**config.mk**
```make
export PLATFORM = sky130hd
export DESIGN_NAME = comparator_bank_flat
export DESIGN_NICKNAME = d
export VERILOG_FILES = /design/src/rtl/comparator_pkg.sv /design/src/rtl/comparator_bank_if.sv /design/src/rtl/comparator_channel.sv /design/src/rtl/comparator_bank.sv /design/src/flat_wrapper.sv
export SDC_FILE = /design/constraint.sdc
export NUM_CORES = 1
export LEC_CHECK = 0
export CAP_MARGIN = 10
export CORE_MARGIN = 2
export CORE_UTILIZATION = 40
export DETAILED_ROUTE_END_ITERATION = 10
export PLACE_DENSITY_LB_ADDON = 0.05
export SLEW_MARGIN = 20
export SYNTH_ARGS = -nofsm -noshare
export SYNTH_HDL_FRONTEND = slang
export SYNTH_SLANG_ARGS = --single-unit
```
**constraint.sdc**
```tcl
create_clock -name clk -period 4.4 [get_ports clk]
set_input_delay 1.1 -clock clk [delete_from_list [all_inputs] [get_ports clk]]
set_output_delay 1.1 -clock clk [all_outputs]
set_load 0.02 [all_outputs]
```
**src/rtl/comparator_pkg.sv**
```systemverilog
// Shared helpers for the comparator bank: index/diff widths and event field layout.
// Event word is {chan, level}, with level in bit 0 and chan above it.
package comparator_pkg;

  function automatic int calc_chw(input int num_ch);
    return (num_ch <= 1) ? 1 : $clog2(num_ch);
  endfunction

  // One extra bit so p - n can never wrap.
  function automatic int diff_width(input int width);
    return width + 1;
  endfunction

  localparam int EVT_LEVEL_LSB = 0;
  localparam int EVT_CHAN_LSB  = 1;

  function automatic int evt_width(input int chw);
    return chw + 1;
  endfunction

endpackage

```
**src/rtl/comparator_bank_if.sv**
```systemverilog
// Sample inputs, level vector and event channel of the comparator bank.
// The bank sits on the slave side; the front end / consumer side is master.
interface comparator_bank_if
  import comparator_pkg::*;
#(
  parameter int NUM_CH = 4,
  parameter int WIDTH  = 10,
  parameter int CHW    = calc_chw(NUM_CH)
);
  logic                     sample_en;
  logic [NUM_CH*WIDTH-1:0]  p_voltage_real;
  logic [NUM_CH*WIDTH-1:0]  n_voltage_real;
  logic [WIDTH-1:0]         hyst;
  logic [NUM_CH-1:0]        out_digital;
  logic                     evt_valid;
  logic                     evt_ready;
  logic [CHW-1:0]           evt_chan;
  logic                     evt_level;
  logic                     evt_overrun;

  modport master (
    output sample_en, p_voltage_real, n_voltage_real, hyst, evt_ready,
    input  out_digital, evt_valid, evt_chan, evt_level, evt_overrun
  );

  modport slave (
    input  sample_en, p_voltage_real, n_voltage_real, hyst, evt_ready,
    output out_digital, evt_valid, evt_chan, evt_level, evt_overrun
  );
endinterface

```
**src/rtl/comparator_channel.sv**
```systemverilog
// One hysteresis comparator with a consecutive-sample debounce counter.
// toggle is combinational: high on the strobe whose clock edge flips out.
module comparator_channel
  import comparator_pkg::*;
#(
  parameter int WIDTH    = 10,
  parameter int DEBOUNCE = 3
) (
  input  logic             clk,
  input  logic             reset,
  input  logic             sample_en,
  input  logic [WIDTH-1:0] p,
  input  logic [WIDTH-1:0] n,
  input  logic [WIDTH-1:0] hyst,
  output logic             out,
  output logic             toggle
);
  localparam int DW   = diff_width(WIDTH);
  localparam int CNTW = $clog2(DEBOUNCE + 1);

  logic signed [DW-1:0] w_diff;
  logic signed [DW-1:0] w_hyst_pos;
  logic signed [DW-1:0] w_hyst_neg;
  logic                 w_want;
  logic                 w_last;
  logic                 r_out;
  logic [CNTW-1:0]      r_cnt;

  assign w_diff     = $signed({p[WIDTH-1], p}) - $signed({n[WIDTH-1], n});
  assign w_hyst_pos = $signed({1'b0, hyst});
  assign w_hyst_neg = -w_hyst_pos;

  // Threshold equality never flips the level in either direction.
  assign w_want = r_out ? !(w_diff < w_hyst_neg) : (w_diff > w_hyst_pos);
  assign w_last = (r_cnt == CNTW'(DEBOUNCE - 1));
  assign toggle = sample_en && (w_want != r_out) && w_last;
  assign out    = r_out;

  always_ff @(posedge clk) begin
    if (!reset) begin
      r_out <= 1'b0;
      r_cnt <= '0;
    end else if (sample_en) begin
      if (w_want == r_out) begin
        r_cnt <= '0;
      end else if (w_last) begin
        r_out <= ~r_out;
        r_cnt <= '0;
      end else begin
        r_cnt <= r_cnt + CNTW'(1);
      end
    end
  end
endmodule

```
**src/rtl/comparator_bank.sv**
```systemverilog
// NUM_CH debounced hysteresis comparators; level changes become round-robin events.
// Event word is held while evt_valid && !evt_ready; reloads on acceptance.
module comparator_bank
  import comparator_pkg::*;
#(
  parameter int NUM_CH   = 4,
  parameter int WIDTH    = 10,
  parameter int DEBOUNCE = 3,
  parameter int CHW      = calc_chw(NUM_CH)
) (
  input  logic         clk,
  input  logic         reset,
  comparator_bank_if.slave bus
);
  localparam int EW = evt_width(CHW);

  logic [NUM_CH-1:0] w_out;
  logic [NUM_CH-1:0] w_toggle;
  logic [NUM_CH-1:0] w_consume;
  logic [NUM_CH-1:0] w_over_hit;
  logic [NUM_CH-1:0] r_pend;
  logic [CHW-1:0]    r_rr_ptr;
  logic [CHW-1:0]    w_sel;
  logic [CHW-1:0]    w_rr_next;
  logic              w_found;
  logic              w_load;
  logic              r_evt_valid;
  logic [EW-1:0]     r_evt;
  logic              r_overrun;

  for (genvar g = 0; g < NUM_CH; g++) begin : g_ch
    comparator_channel #(
      .WIDTH    (WIDTH),
      .DEBOUNCE (DEBOUNCE)
    ) u_ch (
      .clk       (clk),
      .reset     (reset),
      .sample_en (bus.sample_en),
      .p         (bus.p_voltage_real[g*WIDTH +: WIDTH]),
      .n         (bus.n_voltage_real[g*WIDTH +: WIDTH]),
      .hyst      (bus.hyst),
      .out       (w_out[g]),
      .toggle    (w_toggle[g])
    );
  end

  // Scan from the far end back towards rr_ptr so the nearest pending index wins.
  always_comb begin
    int idx;
    idx     = 0;
    w_found = 1'b0;
    w_sel   = '0;
    for (int k = NUM_CH - 1; k >= 0; k--) begin
      idx = int'(r_rr_ptr) + k;
      if (idx >= NUM_CH) idx = idx - NUM_CH;
      if (r_pend[idx]) begin
        w_found = 1'b1;
        w_sel   = CHW'(idx);
      end
    end
  end

  assign w_rr_next = (int'(w_sel) == NUM_CH - 1) ? '0 : w_sel + CHW'(1);
  assign w_load    = !r_evt_valid || bus.evt_ready;
  assign w_consume = (w_load && w_found) ? (NUM_CH'(1) << w_sel) : '0;

  always_comb begin
    w_over_hit = '0;
    for (int i = 0; i < NUM_CH; i++) begin
      w_over_hit[i] = w_toggle[i] &&
                      (r_pend[i] ||
                       (r_evt_valid && !bus.evt_ready &&
                        r_evt[EVT_CHAN_LSB +: CHW] == CHW'(i)));
    end
  end

  always_ff @(posedge clk) begin
    if (!reset) begin
      r_pend      <= '0;
      r_rr_ptr    <= '0;
      r_evt_valid <= 1'b0;
      r_evt       <= '0;
      r_overrun   <= 1'b0;
    end else begin
      // A new toggle on a channel being consumed this cycle keeps its pending bit.
      r_pend <= (r_pend & ~w_consume) | w_toggle;
      if (|w_over_hit) r_overrun <= 1'b1;
      if (w_load) begin
        if (w_found) begin
          r_evt_valid                <= 1'b1;
          r_evt[EVT_CHAN_LSB +: CHW] <= w_sel;
          r_evt[EVT_LEVEL_LSB]       <= w_out[w_sel];
          r_rr_ptr                   <= w_rr_next;
        end else begin
          r_evt_valid <= 1'b0;
        end
      end
    end
  end

  assign bus.out_digital = w_out;
  assign bus.evt_valid   = r_evt_valid;
  assign bus.evt_chan    = r_evt[EVT_CHAN_LSB +: CHW];
  assign bus.evt_level   = r_evt[EVT_LEVEL_LSB];
  assign bus.evt_overrun = r_overrun;
endmodule

```
**src/flat_wrapper.sv**
```systemverilog
// flat-port wrapper written by rule: the top's interface ports become plain ports
module comparator_bank_flat import comparator_pkg::*;
#(
  parameter int NUM_CH   = 4,
  parameter int WIDTH    = 10,
  parameter int DEBOUNCE = 3,
  parameter int CHW      = calc_chw(NUM_CH)
)
  (clk, reset, bus_sample_en, bus_p_voltage_real, bus_n_voltage_real, bus_hyst, bus_evt_ready, bus_out_digital, bus_evt_valid, bus_evt_chan, bus_evt_level, bus_evt_overrun);
  comparator_bank_if #(.NUM_CH(NUM_CH), .WIDTH(WIDTH), .CHW(CHW)) bus_i ();
  input  logic clk;
  input  logic reset;
  input wire logic [$bits(bus_i.sample_en)-1:0] bus_sample_en;
  input wire logic [$bits(bus_i.p_voltage_real)-1:0] bus_p_voltage_real;
  input wire logic [$bits(bus_i.n_voltage_real)-1:0] bus_n_voltage_real;
  input wire logic [$bits(bus_i.hyst)-1:0] bus_hyst;
  input wire logic [$bits(bus_i.evt_ready)-1:0] bus_evt_ready;
  output wire logic [$bits(bus_i.out_digital)-1:0] bus_out_digital;
  output wire logic [$bits(bus_i.evt_valid)-1:0] bus_evt_valid;
  output wire logic [$bits(bus_i.evt_chan)-1:0] bus_evt_chan;
  output wire logic [$bits(bus_i.evt_level)-1:0] bus_evt_level;
  output wire logic [$bits(bus_i.evt_overrun)-1:0] bus_evt_overrun;
  assign bus_i.sample_en = bus_sample_en;
  assign bus_i.p_voltage_real = bus_p_voltage_real;
  assign bus_i.n_voltage_real = bus_n_voltage_real;
  assign bus_i.hyst = bus_hyst;
  assign bus_i.evt_ready = bus_evt_ready;
  assign bus_out_digital = bus_i.out_digital;
  assign bus_evt_valid = bus_i.evt_valid;
  assign bus_evt_chan = bus_i.evt_chan;
  assign bus_evt_level = bus_i.evt_level;
  assign bus_evt_overrun = bus_i.evt_overrun;
  comparator_bank #(.NUM_CH(NUM_CH), .WIDTH(WIDTH), .DEBOUNCE(DEBOUNCE), .CHW(CHW)) u_core (.clk(clk), .reset(reset), .bus(bus_i));
endmodule
```
After elaboration in Yosys (flattened, before gate mapping)

Cells that the tools add are included.

Register bits: 23
Bits of input ports: 94
Output and inout port bits: 9
Logic and storage cells: 152

Add/subtract/negate cells: 17
$lt $le $gt $ge: 17
Eq/ne operators: 16
Shift-type cells: 1
Mux-type cells: 41
Bitwise logic cells: 11
Reductions and logical operators: 36

Operator list:

| operator                                              | count |
|---|---|
| < comparator 32 x 4 -> 1 bit (second input constant)  | 4 |
| two-way mux 32 bit                                    | 4 |
| >= comparator 32 x 4 -> 1 bit (second input constant) | 3 |
| subtractor 32 x 4 -> 32 bit (second input constant)   | 3 |
| greater-than comparator 11 bit                        | 4 |
| < comparator 11 bit                                   | 4 |
| subtractor 10 x 10 -> 11 bit                          | 4 |
| two-way mux 2 bit                                     | 13 |
| logical AND 1 bit                                     | 18 |
| two-way mux 1 bit                                     | 18 |
| == test 2 bit (second input constant)                 | 6 |
| AND reduction 3 bit                                   | 4 |
| negation 10 -> 11 bit                                 | 1 |
| adder 2 x 1 -> 2 bit (second input constant)          | 5 |
| binary-select mux 1 bit (select 2 bit)                | 5 |
| inverter 1 bit                                        | 8 |
| adder 2 x 2 -> 3 bit (second input constant)          | 2 |
| logical NOT 1 bit                                     | 6 |
| logical OR 1 bit                                      | 5 |
| AND 4 bit                                             | 1 |
| == test 1 bit                                         | 4 |
| == test 2 x 1 -> 1 bit (second input constant)        | 2 |
| two-way mux 4 bit                                     | 1 |
| inequality test 1 bit                                 | 4 |
| other kinds (10)                                      | 10 |

Logic depth before layout (Yosys ltp)

Gate-level depths: netlist (run 1).

Depth after elaboration: 15
Gate-level depth with buffers: 18
Depth with buffers taken out: 18

By module

From an unflattened synthesis (run 1), not the netlist that was laid out.

Cells, all modules: 729
Area total of the unflattened synthesis: 5545.3 um^2

By module, submodules not included:

| module                                       | times used | cells an instance | area each (um^2) | sequential area each (um^2) |
|---|---|---|---|---|
| comparator_channel (u_core.g_ch[0].u_ch ...) | 3          | 166               | 1233.7           | 60.1 |
| comparator_channel (u_core.g_ch[1].u_ch)     | 1          | 164               | 1251.2           | 60.1 |
| comparator_bank                              | 1          | 67                | 593.1            | 220.2 |

Worst setup path after synthesis (run 1)

OpenSTA, ideal clock, no wires.

Path type: in2reg
From: input port bus_p_voltage_real[20]
To: register u_core.r_overrun (netlist: u_core.bus.evt_overrun)
Setup time: 0.125 ns
Arrival time: 4.244 ns
Required time: 4.275 ns
Setup slack: 0.031 ns
Stages: 18
Path buffers: 0
Cell sequence: inv_1 > ha_1 > inv_1 > fa_1 > a211oi_1 > o21bai_1 > a21oi_1 > o21bai_1 > a21oi_1 > xnor2_1 > ha_1 > a2111oi_0 > o21ai_0 > o211ai_1 > a21oi_1 > a31oi_2 > a211oi_1 > o41a_1

Cells in the longest elaborated chain, start to end: 9
Elaborated cells between the ends (all ways): 10
Those cells by class: add/sub: 1; order compare: 2; eq/ne: 1; mux: 1; reduce/logical: 5

RTL lines:

| what                             | line                     | text |
|---|---|---|
| start, declared                  | flat_wrapper.sv:14       | `input wire logic [$bits(bus_i.p_voltage_real)-1:0] bus_p_voltage_real;` |
| subtractor 10 x 10 -> 11 bit *   | comparator_channel.sv:29 | `assign w_diff = $signed({p[WIDTH-1], p}) - $signed({n[WIDTH-1], n});` |
| < comparator 11 bit              | comparator_channel.sv:34 | `assign w_want = r_out ? !(w_diff < w_hyst_neg) : (w_diff > w_hyst_pos);` |
| logical NOT 1 bit                | comparator_channel.sv:34 |  |
| two-way mux 1 bit *              | comparator_channel.sv:34 |  |
| inequality test 1 bit *          | comparator_channel.sv:36 | `assign toggle = sample_en && (w_want != r_out) && w_last;` |
| logical AND 1 bit * (2 in a row) | comparator_channel.sv:36 |  |
| logical AND 1 bit *              | comparator_bank.sv:70    | `w_over_hit[i] = w_toggle[i] &&` |
| OR reduction 4 bit *             | comparator_bank.sv:87    | `if (\|w_over_hit) r_overrun <= 1'b1;` |
| end signal, assigned             | comparator_bank.sv:83    | `r_overrun <= 1'b0;` |
| end signal, assigned             | comparator_bank.sv:87    |  |
| end, declared                    | comparator_bank.sv:29    | `logic r_overrun;` |

Every way passes the cells marked *; elsewhere a longest branch is shown, timed or not.
A chain may end at the register's enable or synchronous reset.

Final worst setup path (run 1)

From: input port bus_n_voltage_real[2]
To: register u_core.g_ch[0].u_ch.r_out

Cells in the longest elaborated chain, start to end: 7
Elaborated cells between the ends (all ways): 8
Those cells by class: add/sub: 1; order compare: 2; eq/ne: 1; mux: 1; bitwise: 1; reduce/logical: 2

RTL lines:

| what                            | line                     | text |
|---|---|---|
| start, declared                 | flat_wrapper.sv:15       | `input wire logic [$bits(bus_i.n_voltage_real)-1:0] bus_n_voltage_real;` |
| subtractor 10 x 10 -> 11 bit *  | comparator_channel.sv:29 |  |
| < comparator 11 bit             | comparator_channel.sv:34 |  |
| logical NOT 1 bit               | comparator_channel.sv:34 |  |
| two-way mux 1 bit *             | comparator_channel.sv:34 |  |
| == test 1 bit *                 | comparator_channel.sv:44 | `if (w_want == r_out) begin` |
| inverter 1 bit (no line) *      | --                       |  |
| AND reduction 3 bit (no line) * | --                       |  |
| end signal, assigned            | comparator_channel.sv:47 | `r_out <= ~r_out;` |
| end, declared                   | comparator_channel.sv:26 | `logic r_out;` |

Marks and branches as above.

==> results.ini, run 1 <==
[critical_path]
rrSetupSlack_ps=2280
crit_chain=clkdlybuf4s50_1 > inv_1 > ha_4 > o21ai_2 > a21boi_2 > o21ai_2 > a21oi_2 > nor2_2 > xnor2_2 > ha_1 > and4_1 > o21a_1 > o31ai_4 > a2111o_1 > and2_4 > or3_1 > a21oi_1
cp-start-kind=input port
crit_required_ps=4590
crit_fanout=3
crit_path_end_kind=register
cpMostUsedCell=o21ai_2
slowest_delay_ps=450
critPathSlowestCell=clkdlybuf4s50_1
crit_type=in2reg
arrival_ps=4500

[status]
status=completed

[run]
drv_cap=0

[floorplanning]
die_h_microns=116
core_sq_um=12100
fp.dieW_microns=116
io_pins=103
row_count=40
floorplan.initialDensity_pct=41.3
dieArea_sq_um=13400

[yosys]
synth_ff_type=dfxtp_1
syn_nets=867
synth.distinct_cells=70
synth_edf_count=0
async_reset_ff_share_pct=0
synthTopCellsByArea=ha_1 31%, dfxtp_1 9.2%, inv_1 5.7%, a21oi_1 5.5%, nand2_1 4.2%
yosysMostFrequentCell=ha_1
netlist_top_cells_count=124 x ha_1, 75 x inv_1, 56 x nand2_1
synth_area_leader_cell=ha_1
synth_top_area_share_pct=31.1
synth_cells=645
syn_avg_cell_area_sq_um=7.72
synth-seq-cells=23
yosysSeqAreaShare_pct=9.24
synth_warnings=0
netlist_area_sq_um=4980

[timing]
report.final.hold_viol_count=0
final.setup_skew_ps=3.51
setup_violations=0
min_period_ps=4310
setup_tns_ps=0
fmax_mhz=232
finalCritPeriodShare_pct=98.0
slew_headroom_pct=54.1
tightest_slew_ps=683
drv_slew=0

[grt]
overflow=0
grt_pass1_vias=5396
grt.total_usage_pct=22.4
grt_max_degree=18
grt_pass1_wl_microns=24600
grt_antenna_before_repair=0

[finish]
fin_area_sq_um=7830
multi_input_area_sq_um=4770
register_area_sq_um=460
num-fill-cells=1040
diodes=0
drive_gt1_share_pct=28.8
final_nets=1094
area_delta_synth_final_pct=57.1

[power]
power.internal_uw=948
power_leakage_uw=0.00359
irDropWorstVdd_mv=0.311
power_frac_clock_pct=12.4
p_total_uw=1580
power_frac_comb_pct=73.8
powerDensity_nw_per_um2=202
p_sw_uw=634
pwr-share-seq_pct=13.8
switching_share_pct=40.1

[place]
io_buffers=102
dp_hpwl_microns=12400
gp_congestion=0.887
place_area_sq_um=6950

[detailed_routing]
wirelength_microns=15700
num_vias=5564
first_iter_violations=204
viasPerCell=5.36
drtAntennaViolNets=0
drt_pass1_iterations=4
post_drt_wl_per_cell_microns=15.2
drc_errors=0

[hold_path]
hold_class=reg2reg

[clock_tree]
cts_root_buf=clkbuf_16
clock_latency_ps=260
clk_path_buf_depth=2
cts_sinks=23
holdBufCountCts=0
path_clk_slew_ps=60
cts_buffers=3
htreeDepth=1
cts_tree=yes

[area by class of cell]
type,instances,area share [%]
Tap cell,168,2.69
Inverter,79,3.82
Timing Repair Buffer,231,25.6
Clock buffer,3,0.959
Clock inverter,1,0.0639
Multi-Input combinational cell,534,61.0
Sequential cell,23,5.88
[cell families after synthesis]
| group | synth area share, % |
|---|---|
| buffers and inverters | 6.93 |
| AO/OA/AOI/OAI | 26.5 |
| multiplexers | 0.402 |
| adder cells (fa/ha/maj) | 32.8 |
| XOR/XNOR | 6.15 |
| flip-flops | 9.24 |
| AND/OR/NAND/NOR | 18.1 |
[per-layer routing]
metal	global-route usage, %	vias up	share of wire, %
li1	-	2812	-
met1	28.3	2614	44
met2	41.6	111	51
met3	1.67	27	3.6
met4	4.74	0	1.9
met5	0	-	0
[metrics by stage]
stage	cells	hold slack [ps]	util, %	setup WS, ps
3_5_place_dp	1011	464	57.6	-599
4_1_cts	1031	475	61.5	1.03
2_1_floorplan	645	450	-	30.8
6_report	1039	470	64.9	87.2
5_1_grt	1039	511	64.9	-45.0
3_3_place_gp	1011	444	57.6	-441
[power by group through the flow]
stage | Clock, uW | Combinational, uW | Sequential [uW]
after floorplan | 0 | 561 | 221
after global placement | 0 | 927 | 222
after detailed placement | 0 | 956 | 222
after CTS | 199 | 1070 | 218
after global routing | 212 | 1280 | 218
final | 196 | 1170 | 218
[cells in the final DEF, fill, tap and decap left out, types with 5 or more instances in the layout]
master and instances:
nor2b_1 12, nor3_1 11, o21a_1 9, buf_4 126, dlygate4sd2_1 6, clkdlybuf4s50_1 84, nand2_1 54, ha_2 5
o21ai_1 10, a21o_1 13, ha_1 108, ha_4 11, xnor2_2 5, nor2_1 31, a21oi_1 44, nand3b_1 5
a211oi_2 6, dfxtp_1 23, o21ai_2 6, o21bai_1 5, a211oi_1 6, o211ai_1 6, inv_2 14, a21oi_2 11
dlymetal6s2s_1 8, inv_1 64, nand2b_1 8, o21ai_0 15, xnor2_1 19, xor2_1 10, nand3_1 8, a31oi_1 5
[final timing paths]
| kind | cells past startpoint | start | endpoint |
|---|---|---|---|
| setup / recovery | 17 | bus_n_voltage_real[2] | u_core.g_ch[0].u_ch.out |
| hold / removal | 2 | u_core.r_evt[0] | u_core.r_evt[0] |
| setup reg to reg | 6 | u_core.r_rr_ptr[1] | u_core.r_rr_ptr[1] |
| hold reg to reg | 2 | u_core.r_evt[0] | u_core.r_evt[0] |
[sequential cells by signal (all words and copies together) (netlist names)]
register                cells
u_core.g_ch.u_ch.out        4
u_core.bus.evt_valid        1
u_core.r_pend               4
u_core.bus.evt_overrun      1
u_core.g_ch.u_ch.r_cnt      8
u_core.r_rr_ptr             2
u_core.r_evt                3
[critical path, delay by kind of cell]
kind            cells  cell delay (ps)
fa+ha+maj           2              580
compound gates      8             1370
simple gates        4              790
buf+inv             2              510
xor+xnor            1              140
[repair_timing]
item	4_1_cts	5_1_grt
gates cloned	0	0
pin swaps	73	76
gates resized for setup	94	76
endpoints found under the setup margin	15	17
buffers inserted	16	8
Note: power is estimated with default switching activity, not from simulation.
==> run 2: changes to the inputs <==
--- a/config.mk
+++ b/config.mk
@@ -6,7 +6,6 @@
 export NUM_CORES = 1
 export LEC_CHECK = 0
 export CAP_MARGIN = 10
-export CORE_MARGIN = 2
 export CORE_UTILIZATION = 40
 export DETAILED_ROUTE_END_ITERATION = 10
 export PLACE_DENSITY_LB_ADDON = 0.05
==> run 2 against run 1 <==
  * Register-to-register slack better by 50 ps
  * Via count is 0.90% lower
  * Sequential share of layout area rose by 0.078 points
  * Highest routed layer unchanged
==> results.ini, run 2 (synthesis results as in run 1) <==
[critical_path]
r2r-start=u_core.r_rr_ptr[1]
rrSetupSlack_ps=2330  ; +50 ps
cp-start-kind=input port
crit_fanout=4  ; +1
r2r.worst_path.cells=7  ; +1
crit_path_end_kind=register
arrival_ps=4490  ; about the same
reg2reg_to=u_core.r_pend[2]
crit_required_ps=4580  ; about the same
crit_type=in2reg

[detailed_routing]
wirelength_microns=15400  ; -2.2%
first_iter_violations=250  ; +23%
drc_errors=0  ; unchanged
drtAntennaViolNets=0  ; unchanged
num_vias=5514  ; -0.90%
post_drt_wl_per_cell_microns=14.9  ; -1.4%
drt_pass1_iterations=5  ; +1
viasPerCell=5.35  ; -0.13%

[grt]
grt_pass1_vias=5382  ; -0.26%
grt.total_usage_pct=23.3  ; +0.88 points
grt_max_degree=18  ; unchanged
grt_pass1_wl_microns=24600  ; +0.11%
overflow=0  ; unchanged
grt_antenna_before_repair=0  ; unchanged

[clock_tree]
clk_path_buf_depth=2  ; unchanged
clock_latency_ps=250  ; about the same
cts_tree=yes
cts_root_buf=clkbuf_16
cts_sinks=23  ; unchanged
path_clk_slew_ps=60  ; about the same
htreeDepth=1  ; unchanged
cts_buffers=3  ; unchanged

[finish]
diodes=0  ; unchanged
final_cell_mix=120 x buf_4, 107 x ha_1, 86 x clkdlybuf4s50_1
drive_gt1_share_pct=27.7  ; -1.1 points
final_nets=1086  ; -0.73%
area_delta_synth_final_pct=55.1
utilization_pct=64.0  ; -0.85 points
num-fill-cells=1108  ; +6.5%
final_common_cell=buf_4
largest_reg_flops=8  ; unchanged
regMostFlops=u_core.g_ch.u_ch.r_cnt

[run]
drv_cap=0  ; unchanged

[floorplanning]
dieArea_sq_um=12900  ; -3.4%
floorplan.initialDensity_pct=41.3  ; unchanged
row_count=40  ; unchanged
core_sq_um=12100  ; unchanged
die_h_microns=114  ; -1.7%
fp.dieW_microns=114  ; -1.7%
io_pins=103  ; unchanged

[timing]
setup_violations=0  ; unchanged
finalCritPeriodShare_pct=97.8  ; -0.23 points
slew_headroom_pct=53.9  ; -0.26 points
min_period_ps=4300  ; -10.1 ps
tightest_slew_ps=687  ; +3.84 ps
final.setup_skew_ps=3.93  ; +0.417 ps
setup_tns_ps=0  ; unchanged
drv_slew=0  ; unchanged
report.final.hold_viol_count=0  ; unchanged
fmax_mhz=232  ; +0.24%

[hold_path]
hold_class=reg2reg
worstHoldStart=u_core.r_evt[0]
holdPathEnd=u_core.r_evt[0]
min_path_cells=2  ; unchanged

[power]
irDropWorstVdd_mv=0.221  ; -29%
powerDensity_nw_per_um2=203  ; +0.32%
power_leakage_uw=0.00353  ; -1.8%

[place]
gp_congestion=0.852  ; -3.9%
dp_hpwl_microns=12100  ; -2.2%
io_buffers=102  ; unchanged

[status]
status=completed

## run 2: cell count changes in the layout (fill, tap and decap cells not counted), moves of 3 or more
cell and delta:
nand3_1 +3, o2111ai_1 +3, buf_6 -3, nor2_1 +3
buf_4 -6
## run 2: cell type report
type	instances	area, sq um	area share [%]
tap	168	210	2.72
sequential	23	460	5.96
inverter	79	297	3.84
timing repair buffer	223	1940	25.1
clock buffer	4	78.8	1.02
multi-input combinational	534	4740	61.4
## run 2: worst max path at each step
stage	from	endpoint	slack [ps]	cells past startpoint
after floorplan	bus_p_voltage_real[20]	u_core.bus.evt_overrun	30	18
after global placement	bus_n_voltage_real[20]	u_core.g_ch[2].u_ch.r_cnt[0]	-440	17
after detailed placement	bus_n_voltage_real[20]	u_core.r_pend[2]	-570	19
after CTS	bus_n_voltage_real[10]	u_core.g_ch[1].u_ch.r_cnt[1]	3	18
after global routing	bus_n_voltage_real[11]	u_core.g_ch[1].u_ch.out	-40	18
final	bus_p_voltage_real[0]	u_core.g_ch[0].u_ch.out	100	18
## run 2: routing by layer
metal	vias up	track usage [%]	share of wire, %
met5	-	0	0
met2	83	43.5	51
met3	14	0.903	2.3
li1	2795	-	-
met4	0	3.16	0.96
met1	2622	30.2	46
## run 2: critical path, cell delays in order
cell	delay [ps]
dlygate4sd2_1	230
inv_1	60
ha_2	180
inv_2	40
fa_2	400
a211oi_2	260
buf_4	170
o21ai_4	60
nand2_2	130
xnor2_2	110
ha_4	290
and4_1	210
o21a_1	150
o31ai_2	70
a2111o_1	420
and2_4	170
or3_1	300
a21oi_1	120
## run 2: repair_timing
item	4_1_cts	5_1_grt
pin swaps	70	68
resized for setup	80	71
buffers inserted	12	7
endpoints found under the setup margin	16	17
hold buffers	0	0
## run 2: power breakdown
group	switching [uW]	internal, uW	leakage (uW)
Sequential	5.07	213	0.000186
Combinational	545	609	0.00330
Clock	69.7	123	0.0000382
Total	620	946	0.00353
## run 2: through the flow
step	instance area [sq um]	worst slack, ps	std cells	hold slack (ps)	power (uW)
floorplan	4980	30.8	645	450	783
global placement	6940	-444	1009	443	1150
detailed placement	6940	-572	1009	452	1170
CTS	7340	3.44	1024	463	1460
global route	7720	-43.0	1031	495	1700
finish	7720	97.3	1031	463	1570
==> run 3: changes to the inputs <==
--- a/config.mk
+++ b/config.mk
@@ -13,3 +13,4 @@
 export SYNTH_ARGS = -nofsm -noshare
 export SYNTH_HDL_FRONTEND = slang
 export SYNTH_SLANG_ARGS = --single-unit
+export TNS_END_PERCENT = 1
==> run 3 against run 2 <==
  * Register-to-register slack barely moved
  * Critical path depth increased by 1
  * Die area stayed put
  * Routed wire length about the same
  * Combinational power about the same
  * Final cell count did not move
  * Critical path type unchanged
  * Highest routed layer unchanged
==> results.ini, run 3 (synthesis results as in run 1) <==
[status]
status=completed

[detailed_routing]
drt_pass1_iterations=5  ; unchanged
drtAntennaViolNets=0  ; unchanged
post_drt_wl_per_cell_microns=14.9  ; about the same
first_iter_violations=218  ; -13%
drc_errors=0  ; unchanged
viasPerCell=5.36  ; +0.15%
num_vias=5522  ; +0.15%
wirelength_microns=15400  ; about the same

[timing]
setup_tns_ps=0  ; unchanged
hold_ws_ps=463  ; +0.114 ps
final.setup_skew_ps=4.37  ; +0.444 ps
report.final.hold_viol_count=0  ; unchanged
tightest_slew_ps=725  ; +38.4 ps
setup_slack_ps=102  ; +4.90 ps
drv_slew=0  ; unchanged
finalCritPeriodShare_pct=97.7  ; -0.11 points
setup_violations=0  ; unchanged
slew_headroom_pct=51.3  ; -2.6 points
fmax_mhz=233  ; +0.11%
min_period_ps=4300  ; -4.90 ps
rsz0062_at_grt=true

[critical_path]
crit_required_ps=4580  ; about the same
slowest_delay_ps=360  ; -60 ps
arrival_ps=4480  ; about the same
crit_path_end=u_core.g_ch[3].u_ch.r_cnt[0]
crit_chain=dlygate4sd2_1 > inv_1 > ha_2 > inv_2 > fa_2 > a211oi_2 > o21bai_1 > a21oi_2 > o21bai_1 > a21oi_2 > xnor2_1 > ha_1 > a211oi_2 > o21ai_1 > o221ai_1 > a32o_2 > or2_1 > or3_1 > a21oi_1
critical_path_depth=19  ; +1
critPathSlowestCell=fa_2
crit_type=in2reg
reg2reg_to=u_core.r_pend[2]
worstSetupStartpoint=bus_p_voltage_real[30]
cp.buffers_inverters=3  ; -1
critPathTopFamily=compound AO/OA/AOI/OAI gates
cp-start-kind=input port
crit_fanout=3  ; -1
crit_path_end_kind=register
r2r.worst_path.cells=7  ; unchanged
rrSetupSlack_ps=2320  ; about the same
r2r-start=u_core.r_rr_ptr[1]

[clock_tree]
cts_sinks=23  ; unchanged
cts_tree=yes
clk_path_buf_depth=2  ; unchanged
cts_root_buf=clkbuf_16
cts_buffers=3  ; unchanged
holdBufCountCts=0  ; unchanged
htreeDepth=1  ; unchanged
path_clk_slew_ps=50  ; about the same
clock_latency_ps=250  ; about the same

[power]
power.internal_uw=937  ; -0.96%
pwr-share-seq_pct=14.1  ; about the same
powerDensity_nw_per_um2=202  ; -0.19%
p_total_uw=1550  ; -1.1%
power_frac_comb_pct=73.4  ; -0.3 points
switching_share_pct=39.5  ; -0.062 points
power_leakage_uw=0.00351  ; -0.35%
p_sw_uw=612  ; -1.2%
power_frac_clock_pct=12.5  ; +0.2 points
irDropWorstVdd_mv=0.220  ; -0.27%

[finish]
final_cell_mix=120 x buf_4, 110 x ha_1, 86 x clkdlybuf4s50_1
drive_gt1_share_pct=26.5  ; -1.2 points
diodes=0  ; unchanged
regMostFlops=u_core.g_ch.u_ch.r_cnt
final_nets=1086  ; unchanged
num-fill-cells=1119  ; +0.99%
multi_input_area_sq_um=4670  ; -1.4%
register_area_sq_um=460  ; unchanged
final_common_cell=buf_4
largest_reg_flops=8  ; unchanged
area_delta_synth_final_pct=53.7

[place]
dp_hpwl_microns=12100  ; unchanged
gp_congestion=0.852  ; unchanged
post-place-ws_ps=-572  ; unchanged
io_buffers=102  ; unchanged

[grt]
grt_max_degree=18  ; unchanged
grt.total_usage_pct=23.3  ; about the same
grt_pass1_vias=5378  ; -0.074%
grt_antenna_before_repair=0  ; unchanged
grt_pass1_wl_microns=24600  ; unchanged
overflow=0  ; unchanged

[run]
drv_cap=0  ; unchanged

[floorplanning]
dieArea_sq_um=12900  ; unchanged
io_pins=103  ; unchanged
row_count=40  ; unchanged
fp.dieW_microns=114  ; unchanged
floorplan.initialDensity_pct=41.3  ; unchanged
core_sq_um=12100  ; unchanged
die_h_microns=114  ; unchanged

[hold_path]
hold_class=reg2reg

-- run 3: routing by layer --
metal	wire, microns	track usage (%)	part of all wire (%)
met5	0	0	0
met4	115	3.16	0.75
met3	419	0.903	2.7
met2	7830	43.5	51
met1	7030	30.3	46
-- run 3: worst min-delay path, delay by kind of cell, from the launching register on --
kind / cells / cell delay [ps]
compound gates: 1 / 50
flops: 1 / 310
simple gates: 1 / 50
-- run 3: layout make-up --
class / instances / area share [%]
repair buffers: 223 / 25.3
well taps: 168 / 2.75
clock buffers: 4 / 1.03
flip-flops and latches: 23 / 6.01
multi-input cells: 534 / 61.1
inverters: 79 / 3.87
-- run 3: power by group through the flow --
stage,logic (uW),clock network [uW],registers [uW]
global route,1260,207,219
finish,1140,194,218
detailed placement,950,0,222
CTS,1050,197,218
global placement,925,0,222
floorplan,561,0,221
-- run 3: how the worst min path moves through the flow --
stage,startpoint,end,slack (ps),depth (start not counted)
CTS,u_core.r_evt[0],u_core.r_evt[0],460,2
detailed placement,u_core.r_evt[0],u_core.r_evt[0],450,2
floorplan,u_core.g_ch[3].u_ch.r_cnt[0],u_core.g_ch[3].u_ch.r_cnt[0],450,2
global placement,u_core.r_evt[0],u_core.r_evt[0],440,2
finish,u_core.r_evt[0],u_core.r_evt[0],460,2
global route,u_core.r_evt[0],u_core.r_evt[0],500,2
-- run 3: metrics by stage --
step | cells | area, sq um | utilization (%)
finish | 1031 | 7660 | 63.5
global route | 1031 | 7660 | 63.5
CTS | 1025 | 7340 | 60.8
detailed placement | 1009 | 6940 | 57.5
global placement | 1009 | 6940 | 57.5
floorplan | 645 | 4980 | -
-- run 3: timing repair --
item                       CTS  global route
setup buffers               12             6
setup endpoints to repair   16            17
resized for setup           79            62
pin swaps                   70            49
